### src/rtl/axis_arb_pkg.sv
// -----------------------------------------------------------------------------
// axis_arb_pkg
// Shared definitions for the AXI-Stream unit arbiter:
//   - state_t      : sequencer states (idle / issue to unit / wait for result /
//                    return result to requester)
//   - DEF_*        : default parameter values for axis_unit_arbiter
//   - wrap_inc()   : modulo-n increment used for the round-robin pointer
// -----------------------------------------------------------------------------
package axis_arb_pkg;

  typedef enum logic [1:0] {
    S_IDLE   = 2'd0,
    S_ISSUE  = 2'd1,
    S_WAIT   = 2'd2,
    S_RETURN = 2'd3
  } state_t;

  localparam int DEF_N_REQ   = 4;
  localparam int DEF_DATA_W  = 2;
  localparam int DEF_RES_W   = 2;
  localparam int DEF_TIMEOUT = 64;

  // Returns (i + 1) mod n for 0 <= i < n.
  function automatic int wrap_inc(input int i, input int n);
    return (i + 1 >= n) ? 0 : i + 1;
  endfunction

endpackage : axis_arb_pkg

### src/rtl/rr_pick.sv
// -----------------------------------------------------------------------------
// rr_pick
// Combinational round-robin priority picker. Searches valid[] starting at
// position ptr and wrapping modulo N; reports the first set position.
//
// Ports:
//   valid  in  N      request vector
//   ptr    in  IDX_W  highest-priority position this cycle (must be < N)
//   found  out 1      at least one valid bit is set
//   idx    out IDX_W  winning position (0 when found is 0)
// -----------------------------------------------------------------------------
module rr_pick #(
  parameter int N     = 4,
  parameter int IDX_W = (N > 1) ? $clog2(N) : 1
) (
  input  logic [N-1:0]     valid,
  input  logic [IDX_W-1:0] ptr,
  output logic             found,
  output logic [IDX_W-1:0] idx
);

  int cand;

  // Scan offsets from the far end back to offset 0 so that the closest
  // candidate to ptr is the last one written, and therefore the winner.
  always_comb begin
    // NOTE: every variable assigned here gets a default first so that no
    // path leaves it unassigned, which would infer a latch.
    found = 1'b0;
    idx   = '0;
    cand  = 0;
    for (int k = N - 1; k >= 0; k--) begin
      cand = int'(ptr) + k;
      if (cand >= N) cand = cand - N;
      if (valid[cand]) begin
        found = 1'b1;
        idx   = IDX_W'(cand);
      end
    end
  end

endmodule : rr_pick

### src/rtl/axis_unit_arbiter.sv
// -----------------------------------------------------------------------------
// axis_unit_arbiter
// Shares one AXI-Stream compute unit between N_REQ requester streams. One
// request is accepted at a time (round-robin), driven into the unit, and its
// result (or all-ones on a watchdog abort) is routed back to the requester
// that issued it. Only one unit transaction is ever outstanding.
//
// Parameters:
//   N_REQ    number of requesters (2..8)
//   DATA_W   request payload width (unit s_tdata)
//   RES_W    result width (unit m_tdata)
//   TIMEOUT  max cycles spent waiting for a result before abort (>= 2)
//
// Ports:
//   clk, reset            rising-edge clock, async active-high reset
//   req_tvalid/tdata      requester streams, requester i in slice i
//   req_tready            one-hot accept, only in IDLE
//   rsp_tvalid/tdata      one-hot result stream, non-granted slices are 0
//   rsp_tready            per-requester result ready (only granted one used)
//   u_s_tvalid/tdata      request stream to the unit
//   u_s_tready            unit accepts the request
//   u_m_tvalid/tdata      result stream from the unit
//   u_m_tready            arbiter accepts the result (high in WAIT)
//   busy                  sequencer not idle
//   grant_id              current / last granted requester
//   timeout_err           one-cycle pulse on watchdog abort
// -----------------------------------------------------------------------------
module axis_unit_arbiter
  import axis_arb_pkg::*;
#(
  parameter int N_REQ   = DEF_N_REQ,
  parameter int DATA_W  = DEF_DATA_W,
  parameter int RES_W   = DEF_RES_W,
  parameter int TIMEOUT = DEF_TIMEOUT,
  parameter int IDX_W   = $clog2(N_REQ)
) (
  input  logic                    clk,
  input  logic                    reset,

  input  logic [N_REQ-1:0]        req_tvalid,
  input  logic [N_REQ*DATA_W-1:0] req_tdata,
  output logic [N_REQ-1:0]        req_tready,

  output logic [N_REQ-1:0]        rsp_tvalid,
  output logic [N_REQ*RES_W-1:0]  rsp_tdata,
  input  logic [N_REQ-1:0]        rsp_tready,

  output logic                    u_s_tvalid,
  output logic [DATA_W-1:0]       u_s_tdata,
  input  logic                    u_s_tready,

  input  logic                    u_m_tvalid,
  input  logic [RES_W-1:0]        u_m_tdata,
  output logic                    u_m_tready,

  output logic                    busy,
  output logic [IDX_W-1:0]        grant_id,
  output logic                    timeout_err
);

  localparam int TMR_W = $clog2(TIMEOUT);
  localparam logic [TMR_W-1:0] TMR_LAST = TMR_W'(TIMEOUT - 1);

  state_t            state;
  logic [IDX_W-1:0]  ptr;
  logic [IDX_W-1:0]  grant_q;
  logic [DATA_W-1:0] pay_q;
  logic [RES_W-1:0]  res_q;
  logic [TMR_W-1:0]  timer;
  logic              to_q;

  logic              pick_found;
  logic [IDX_W-1:0]  pick_idx;
  logic [DATA_W-1:0] pick_data;

  rr_pick #(
    .N     (N_REQ),
    .IDX_W (IDX_W)
  ) u_pick (
    .valid (req_tvalid),
    .ptr   (ptr),
    .found (pick_found),
    .idx   (pick_idx)
  );

  // Payload of the current round-robin winner.
  always_comb begin
    pick_data = '0;
    for (int i = 0; i < N_REQ; i++) begin
      if (pick_idx == IDX_W'(i)) pick_data = req_tdata[i*DATA_W +: DATA_W];
    end
  end

  // Sequencer, watchdog and data latches.
  always_ff @(posedge clk or posedge reset) begin
    // NOTE: sequential state uses non-blocking assignments only, so every
    // register samples the pre-edge values regardless of statement order.
    if (reset) begin
      state   <= S_IDLE;
      ptr     <= '0;
      grant_q <= '0;
      pay_q   <= '0;
      res_q   <= '0;
      timer   <= '0;
      to_q    <= 1'b0;
    end else begin
      to_q <= 1'b0;
      case (state)
        S_IDLE: begin
          if (pick_found) begin
            pay_q   <= pick_data;
            grant_q <= pick_idx;
            ptr     <= IDX_W'(wrap_inc(int'(pick_idx), N_REQ));
            state   <= S_ISSUE;
          end
        end
        S_ISSUE: begin
          // The watchdog only covers the result phase; a unit stalling its
          // input does not count against it.
          if (u_s_tready) begin
            timer <= '0;
            state <= S_WAIT;
          end
        end
        S_WAIT: begin
          // A result arriving in the last allowed cycle still wins.
          if (u_m_tvalid) begin
            res_q <= u_m_tdata;
            state <= S_RETURN;
          end else if (timer == TMR_LAST) begin
            res_q <= '1;
            to_q  <= 1'b1;
            state <= S_RETURN;
          end else begin
            timer <= timer + 1'b1;
          end
        end
        S_RETURN: begin
          if (rsp_tready[grant_q]) state <= S_IDLE;
        end
        default: state <= S_IDLE;
      endcase
    end
  end

  // Ready to requesters: only the winner, only in IDLE. Gated by reset so
  // nothing is accepted while the block is held in reset.
  always_comb begin
    req_tready = '0;
    if (state == S_IDLE && pick_found && !reset) begin
      req_tready = N_REQ'(1) << pick_idx;
    end
  end

  // Result routing: only the granted slice carries data.
  always_comb begin
    rsp_tvalid = '0;
    rsp_tdata  = '0;
    if (state == S_RETURN) begin
      for (int i = 0; i < N_REQ; i++) begin
        if (grant_q == IDX_W'(i)) begin
          rsp_tvalid[i]                = 1'b1;
          rsp_tdata[i*RES_W +: RES_W] = res_q;
        end
      end
    end
  end

  assign u_s_tvalid  = (state == S_ISSUE);
  assign u_s_tdata   = pay_q;
  assign u_m_tready  = (state == S_WAIT);
  assign busy        = (state != S_IDLE);
  assign grant_id    = grant_q;
  assign timeout_err = to_q;

endmodule : axis_unit_arbiter
### config.mk
export PLATFORM = sky130hd
export DESIGN_NAME = axis_unit_arbiter
export DESIGN_NICKNAME = d
export VERILOG_FILES = /design/src/rtl/axis_arb_pkg.sv /design/src/rtl/rr_pick.sv /design/src/rtl/axis_unit_arbiter.sv
export SDC_FILE = /design/constraint.sdc
export NUM_CORES = 1
export LEC_CHECK = 0
export ABC_AREA = 1
export CORE_ASPECT_RATIO = 1.1
export CORE_MARGIN = 4
export CORE_UTILIZATION = 48
export CTS_CLUSTER_DIAMETER = 40
export DETAILED_ROUTE_END_ITERATION = 8
export PLACE_DENSITY = 0.85
export RECOVER_POWER = 100
export SLEW_MARGIN = 10
export SYNTH_ARGS = -nofsm -noshare
export SYNTH_HDL_FRONTEND = slang
export SYNTH_SLANG_ARGS = --single-unit
### constraint.sdc
create_clock -name clk -period 6.8 [get_ports clk]
set_clock_uncertainty 0.05 [all_clocks]
set_input_delay 2.04 -clock clk [delete_from_list [all_inputs] [get_ports clk]]
set_output_delay 2.04 -clock clk [all_outputs]
set_load 0.03 [all_outputs]
* Word level (Yosys, flattened, before mapping) *
Cells that the tools add are included.

storage, ports and cells
  register bits = 17
  bits of input ports = 22
  output and inout port bits = 24
  logic and storage cells = 112

operators by class
  add/sub/neg operators = 9
  magnitude comparators = 10
  eq/ne operators = 16
  shifts and indexed selects = 1
  muxes and demuxes = 56
  reduce and logical (&&, ||, !) cells = 13

operators with widths
  cell                                                   count
  < comparator 32 x 4 -> 1 bit (second input constant)   4
  2-to-1 mux 32 bit                                      4
  >= comparator 32 x 4 -> 1 bit (second input constant)  3
  subtractor 32 x 4 -> 32 bit (second input constant)    3
  2-to-1 mux 2 bit                                       19
  2-to-1 mux 1 bit                                       20
  2-to-1 mux 6 bit                                       3
  == test 2 bit (second input constant)                  6
  one-hot mux 6 bit (2 select lines)                     1
  binary-select mux 1 bit (select 2 bit)                 5
  2-to-1 mux 4 bit                                       2
  2-to-1 mux 8 bit                                       1
  inequality test 2 bit (second input constant)          4
  one-hot mux 2 bit (4 select lines)                     1
  AND reduction 4 bit                                    2
  adder 2 x 1 -> 3 bit (second input constant)           2
  adder 2 x 2 -> 3 bit (second input constant)           2
  adder 6 x 1 -> 6 bit (second input constant)           1
  == test 2 x 1 -> 1 bit (second input constant)         3
  == test 6 bit (second input constant)                  1
  zero test 2 bit                                        3
  nonzero test 2 bit                                     3
  AND reduction 2 bit                                    2
  left shift 1 x 2 -> 4 bit (first input constant)       1
  8 further kinds                                        9

* Depth between registers and ports, before layout *
Gate-level depths: netlist of the first run.

  depth after elaboration = 15
  gate-level depth with buffers = 16
  gate-level depth less buffers = 16

* Cells and area by module *
A second synthesis of the first run with hierarchy kept.

second synthesis, totals
  cells, all modules = 205
  area total of the unflattened synthesis = 1,361.3 um^2

modules (own cells, without submodules)
  module             times used  cells each  area an instance (um^2)  sequential area each (um^2)
  axis_unit_arbiter  1           159         1,148.6                  425.4
  rr_pick            1           46          212.7                    0.0

* Worst setup path after synthesis of the first run *
Ideal clock, no wire load.

  path kind = input-to-output
  start = in req_tvalid[3]
  end = out req_tready[2]
  arrival = 3.392 ns
  required time = 4.710 ns
  setup slack = 1.318 ns
  stages = 11
  path buffers = 0
  cells stage by stage = inv_1 > o21ai_1 > nand2_1 > nand3_2 > nand2_1 > nand2_1 > nand2_2 > inv_1 > ha_1 > inv_1 > nor2_1

between the ends
  elaborated cells between the ends (all ways) = 24
  classes of those cells = shift: 1; mux: 21; reduce/logical: 2

RTL lines
  what                                                 line                      RTL
  start, declared                                      axis_unit_arbiter.sv:40   input logic [N_REQ-1:0] req_tvalid,
  binary-select mux 1 bit (select 2 bit)               rr_pick.sv:35             if (valid[cand]) begin
  2-to-1 mux 1 bit (implied by the code) (2 in a row)  rr_pick.sv:35
  2-to-1 mux 2 bit (3 in a row)                        rr_pick.sv:35
  2-to-1 mux 2 bit (*)                                 rr_pick.sv:35
  net pick_idx[0]                                      axis_unit_arbiter.sv:73   logic [IDX_W-1:0] pick_idx;
  left shift 1 x 2 -> 4 bit (*)                        axis_unit_arbiter.sv:151  req_tready = N_REQ'(1) << pick_idx;
  2-to-1 mux 4 bit (*)                                 axis_unit_arbiter.sv:150  if (state == S_IDLE && pick_found && !reset) begin
  end, declared                                        axis_unit_arbiter.sv:42   output logic [N_REQ-1:0] req_tready,

Mark *: on every way through the listed nets, which the timed path passes. The rest lies on a longest branch. The select of a mux whose other input is x is not followed.

* Worst setup path in the final report of the first run *
  start = in req_tvalid[0]
  end = out req_tready[2]

The elaborated chain is that of the path after synthesis.

==> impl_metrics.ini, run 1 <==
[synthesis]
synth-seq-area-share_pct = 32.57
ys.flop_type = dfrtp_1
synthesis.nets = 225
syn_area_sq_um = 1306
synthCells = 194
avgSynthCellArea_sq_um = 6.733
ys_async_sr_fraction_pct = 100.0
yosysWarningCount = 0
ys_types = 22
synth_edf_count = 0
synth-seq-cells = 17

[timing]
slew_viol_final = 0
rsz0062_at_grt = false
fin_ws_ps = 290.6
slew_headroom_pct = 38.49
hold-worst-slack_ps = 438.2
period_share_pct = 95.73
tightestPinTransition_ps = 922.6
hold_violations = 0
setup_viol = 0
fin_tns_setup_ps = 0
post-route-min-period_ps = 6509
max_freq_ghz = 0.1536

[outcome]
status = finished, final reports clean

[grt]
grt_max_degree = 19
antenna_found_initial = 0
grt_first_pass_wirelength_um = 5126
grt_pass1_vias = 1169
globalRouteOverflowTotal = 0
track_usage_pct = 17.58

[route]
post_drt_wl_per_cell_um = 10.93
route.detailed.drc = 0
wirelength_um = 2996
ant_nets = 0
vias_per_cell = 4.960
vias = 1359
drt_iter0_drc = 40
drt_pass1_iterations = 4

[flow_run]
max-cap-violations = 0

[final_layout]
finalNetCount = 275
area_growth_pct = 37.16
final_common_cell = nand2_1
drive_gt1_share_pct = 2.881
layout_common_cells = nand2_1 (54), inv_1 (31), dlygate4sd3_1 (23)
diodes = 0

[setup_path]
critPathMaxFanout = 4
cpMostUsedCell = nand2_1
end_kind = output pin
slowest_delay_ps = 750
worst-path-buf-inv = 6
arrival_ps = 4420
worst_ep_required_time_ps = 4710
slowest_stage = dlygate4sd3_1
crit_chain = dlygate4sd3_1 -> inv_1 -> nand2_1 -> nand3_1 -> nand2_1 -> inv_1 -> nand2_1 -> nand2_1 -> nand2_1 -> inv_1 -> ha_1 -> inv_1 -> nor2_1 -> dlygate4sd3_1
cpLargestDelayFamily = buffers and inverters
start_kind = input pin
critical_path_class = in2out

[floorplan]
fp.dieArea_sq_um = 3621
dieWidth_um = 57.74
initial_core_util_pct = 51.35
core-area_sq_um = 2544
fp-row-count = 19
dieHeight_um = 62.71
ioPinCount = 46

[power]
p_seq_share_pct = 23.3
power_density_nw_per_um2 = 431.6
total_power_uw = 773.4
pwr-share-comb_pct = 69.7
swShare_pct = 54.23
p_clk_share_pct = 7.0
internal_power_uw = 354.0
p_leak_uw = 0.0009390
ir_worst_vdd_mv = 0.3745
p_sw_uw = 419.4

[placed_design]
gp_congestion = 0.7762
io_buffers = 45
post-dp-hpwl_um = 2468
post-place-ws_ps = 375.4

[clocking]
holdBufCountCts = 0
clock_sinks = 17
cts.path.max_buffers = 2
ctsResizeCount = 0
post_cts.repair.setup_buffers = 0
insertion_delay_ps = 300
cts_htree_levels = 1
path_clk_slew_ps = 90
cts_tree = yes
cts-root-buf = clkbuf_4
cts_inserted_buffers = 3

[hold_path]
hold_path_class = reg2reg
-- logic make-up (layout without fill, tap and decap cells) --
| kind of cell | Yosys count | count (layout) | share of synthesized area [%] |
|---|---|---|---|
| AOI/OAI and AO/OA | 25 | 25 | 10.25 |
| xor gates and xnor gates | 3 | 3 | 2.012 |
| adders and majority gates | 9 | 9 | 8.621 |
| buffers and inverters | 34 | 83 | 10.54 |
| DFF | 17 | 17 | 32.57 |
| and+or+nand+nor | 106 | 106 | 36.02 |
-- worst paths after layout --
kind                       depth (start not counted)  slack (ps)                      from                       end
hold reg to reg                                    2         440  u_s_tdata[1]$_DFFE_PP0N_  u_s_tdata[1]$_DFFE_PP0N_
max in group asynchronous                          3        3890                     reset      timer[3]$_DFFE_PP0P_
setup reg to reg                                  16        4460        ptr[0]$_DFFE_PP0N_  u_s_tdata[0]$_DFFE_PP0N_
hold / removal                                     2         440  u_s_tdata[1]$_DFFE_PP0N_  u_s_tdata[1]$_DFFE_PP0N_
min in group asynchronous                          3        2250                     reset  u_s_tdata[1]$_DFFE_PP0N_
setup / recovery                                  14         290             req_tvalid[0]             req_tready[2]
-- synth_stat cells, types with 2 or more instances --
library cell / count / area share [%]
nor3_1: 7 / 2.7
dfrtp_1: 17 / 33
o21ai_1: 5 / 1.9
nor2_1: 19 / 5.5
nand4_1: 2 / 0.96
inv_1: 31 / 8.9
nand3_1: 18 / 6.9
o21ai_0: 7 / 2.7
xor2_1: 2 / 1.3
ha_1: 9 / 8.6
nand3_2: 2 / 1.5
o31ai_1: 3 / 1.7
nand2_1: 52 / 15
nand2_2: 4 / 1.9
a21oi_1: 9 / 3.4
-- tightest hold or removal path, delay by kind of cell, from the launching register on --
kind / cells / cell delay, ps
AO/OA/AOI/OAI: 1 / 60
flip-flops: 1 / 350
AND/OR/NAND/NOR: 1 / 50
-- registers in the layout, summed over array words and instances, names as in the netlist --
signal	cells
grant_id	2
ptr	2
res_q	2
state	2
timeout_err	1
timer	6
u_s_tdata	2
-- metrics by stage --
step	std cells	util, %	cell area, sq um
after CTS	274	71.47	1818
after detailed placement	270	70.44	1792
after global placement	270	70.44	1792
final	274	70.44	1792
after global routing	274	70.44	1792
after floorplan	194	-	1306
-- metal layers --
| metal | vias to the layer above | track usage (%) | part of all wire [%] |
|---|---|---|---|
| met1 | 605 | 21.97 | 45 |
| met2 | 35 | 28.67 | 48 |
| met3 | 5 | 2.066 | 4.1 |
| met5 | - | 0 | 0 |
| li1 | 714 | - | - |
| met4 | 0 | 9.855 | 2.0 |
-- area by class of cell --
class                           count  area, sq um
Inverter                           33        126.4
Clock buffer                        4        26.28
Fill cell                         227        752.0
Tap cell                           31        38.79
Sequential cell                    17        425.4
Multi-Input combinational cell    143        720.7
Timing Repair Buffer               46        454.2
-- power groups by stage --
| stage | combinational, uW | sequential, uW | clock (uW) |
|---|---|---|---|
| 6_report | 539 | 180 | 54.4 |
| 5_1_grt | 610 | 188 | 63.1 |
| 4_1_cts | 570 | 181 | 56.7 |
| 3_5_place_dp | 567 | 182 | 0 |
| 3_3_place_gp | 557 | 181 | 0 |
| 2_1_floorplan | 406 | 189 | 0 |
(Power assumes the default switching activity.)
==> inputs of run 2 (changes only) <==
--- a/config.mk
+++ b/config.mk
@@ -8,10 +8,10 @@
 export ABC_AREA = 1
 export CORE_ASPECT_RATIO = 1.1
 export CORE_MARGIN = 4
-export CORE_UTILIZATION = 48
+export CORE_UTILIZATION = 45
 export CTS_CLUSTER_DIAMETER = 40
 export DETAILED_ROUTE_END_ITERATION = 8
-export PLACE_DENSITY = 0.85
+export PLACE_DENSITY = 0.8
 export RECOVER_POWER = 100
 export SLEW_MARGIN = 10
 export SYNTH_ARGS = -nofsm -noshare
==> constraint.sdc (replaced) <==
create_clock -name clk -period 7.02 [get_ports clk]
set_clock_uncertainty 0.05 [all_clocks]
set_input_delay 2.106 -clock clk [delete_from_list [all_inputs] [get_ports clk]]
set_output_delay 2.106 -clock clk [all_outputs]
set_load 0.05 [all_outputs]
==> impl_metrics.ini, run 2 (synthesized netlist as in run 1, its figures left out) <==
[outcome]
status = finished, final reports clean

[power]
power_density_nw_per_um2 = 445.5
p_leak_uw = 0.0009414
ir_worst_vdd_mv = 0.3257

[route]
wirelength_um = 2854
vias_per_cell = 4.891
drt_iter0_drc = 67
ant_nets = 0
post_drt_wl_per_cell_um = 10.34
vias = 1350
route.detailed.drc = 0
drt_pass1_iterations = 4

[final_layout]
diodes = 0
final_common_cell = nand2_1
n_fill_cell = 258
fin_util_pct = 64.64
finalNonFillerCells = 276
seq_area_sq_um = 425.4
multi_input_area_sq_um = 720.7
drive_gt1_share_pct = 3.292
area_growth_pct = 37.45
layout_common_cells = nand2_1 (54), inv_1 (31), clkdlybuf4s50_1 (23)
largest_reg_flops = 6
finalNetCount = 275
top_register = timer

[setup_path]
worst_ep_required_time_ps = 4860
start_kind = input pin
worst-path-buf-inv = 3
cpMostUsedCell = nor2_1
arrival_ps = 4560
reg2reg_depth = 16
crit_cells = 8
critPathMaxFanout = 7
slowest_delay_ps = 880
critical_path_class = in2out
cpLargestDelayFamily = buffers and inverters
crit_chain = clkdlybuf4s50_1 -> inv_1 -> o21ai_1 -> nor3_1 -> nor2_1 -> nand2_1 -> nor2_1 -> dlygate4sd3_1
slowest_stage = dlygate4sd3_1
end_kind = output pin

[grt]
antenna_found_initial = 0
globalRouteOverflowTotal = 0
grt_pass1_vias = 1246
grt_max_degree = 19
grt_first_pass_wirelength_um = 5064
track_usage_pct = 16.08

[timing]
post-route-min-period_ps = 6713
period_share_pct = 95.62
tightestPinTransition_ps = 950.0
max_freq_ghz = 0.1490
setup_viol = 0
hold_violations = 0
slew_headroom_pct = 36.67
slew_viol_final = 0
fin_tns_setup_ps = 0
rsz0062_at_grt = false
hold-worst-slack_ps = 445.2

[hold_path]
hold_path_class = reg2reg
holdPathStages = 2

[clocking]
cts.path.max_buffers = 2
ctsResizeCount = 0
cts_tree = yes
cts_htree_levels = 1
cts-root-buf = clkbuf_4
insertion_delay_ps = 290
holdBufCountCts = 0
clock_sinks = 17
post_cts.repair.setup_buffers = 0
path_clk_slew_ps = 100
cts_inserted_buffers = 3

[floorplan]
fp-row-count = 20
ioPinCount = 46
core-area_sq_um = 2778
fp.dieArea_sq_um = 3830
dieHeight_um = 64.51
initial_core_util_pct = 47.03
dieWidth_um = 59.37

[placed_design]
post-dp-hpwl_um = 2282
io_buffers = 45
gp_congestion = 0.8979
dp.cells = 272

[flow_run]
max-cap-violations = 0
==> run 2: power by group <==
| part | switching, uW | internal, uW | total, uW |
|---|---|---|---|
| Clock | 30.4 | 21.2 | 51.5 |
| Combinational | 386 | 187 | 573 |
| Sequential | 42.6 | 133 | 176 |
| Total | 458 | 341 | 800 |
==> run 2: final cells by class <==
class                           count  area share [%]
Clock buffer                        3           1.254
Clock inverter                      1          0.2787
Timing Repair Buffer               46           25.30
Multi-Input combinational cell    143           40.14
Tap cell                           33           2.300
Sequential cell                    17           23.69
Inverter                           33           7.038
==> run 2: worst reg2reg max path, delay by kind of cell (launching register included) <==
family          cells  cell delay [ps]
buf+inv             2              220
flops               1              600
compound gates      4              350
simple gates        9              760
fa+ha+maj           1              220
==> run 2: path summary, 6_finish.rpt <==
path                       slack [ps]                startpoint                        to
min in group asynchronous        2340                     reset        ptr[0]$_DFFE_PP0N_
max in group asynchronous        4010                     reset      timer[4]$_DFFE_PP0P_
hold reg to reg                   450  u_s_tdata[0]$_DFFE_PP0N_  u_s_tdata[0]$_DFFE_PP0N_
setup reg to reg                 4700        ptr[0]$_DFFE_PP0N_  u_s_tdata[1]$_DFFE_PP0N_
hold / removal                    450  u_s_tdata[0]$_DFFE_PP0N_  u_s_tdata[0]$_DFFE_PP0N_
setup / recovery                  310             req_tvalid[3]             req_tready[1]
==> run 2: metrics by stage <==
step | area, sq um | setup slack, ps | power (uW)
2_1_floorplan | 1306 | 1163 | 632.0
3_3_place_gp | 1794 | 397.7 | 772.8
3_5_place_dp | 1794 | 338.7 | 777.7
4_1_cts | 1822 | 329.7 | 833.5
5_1_grt | 1795 | 21.91 | 888.3
6_report | 1795 | 307.2 | 799.8
==> run 2: per-layer routing <==
layer / GRT usage, % / vias to the layer above / wire, um
li1: - / 714 / -
met1: 21.28 / 577 / 1313
met2: 26.91 / 55 / 1300
met3: 2.191 / 4 / 212
met4: 4.249 / 0 / 27
met5: 0 / - / 0
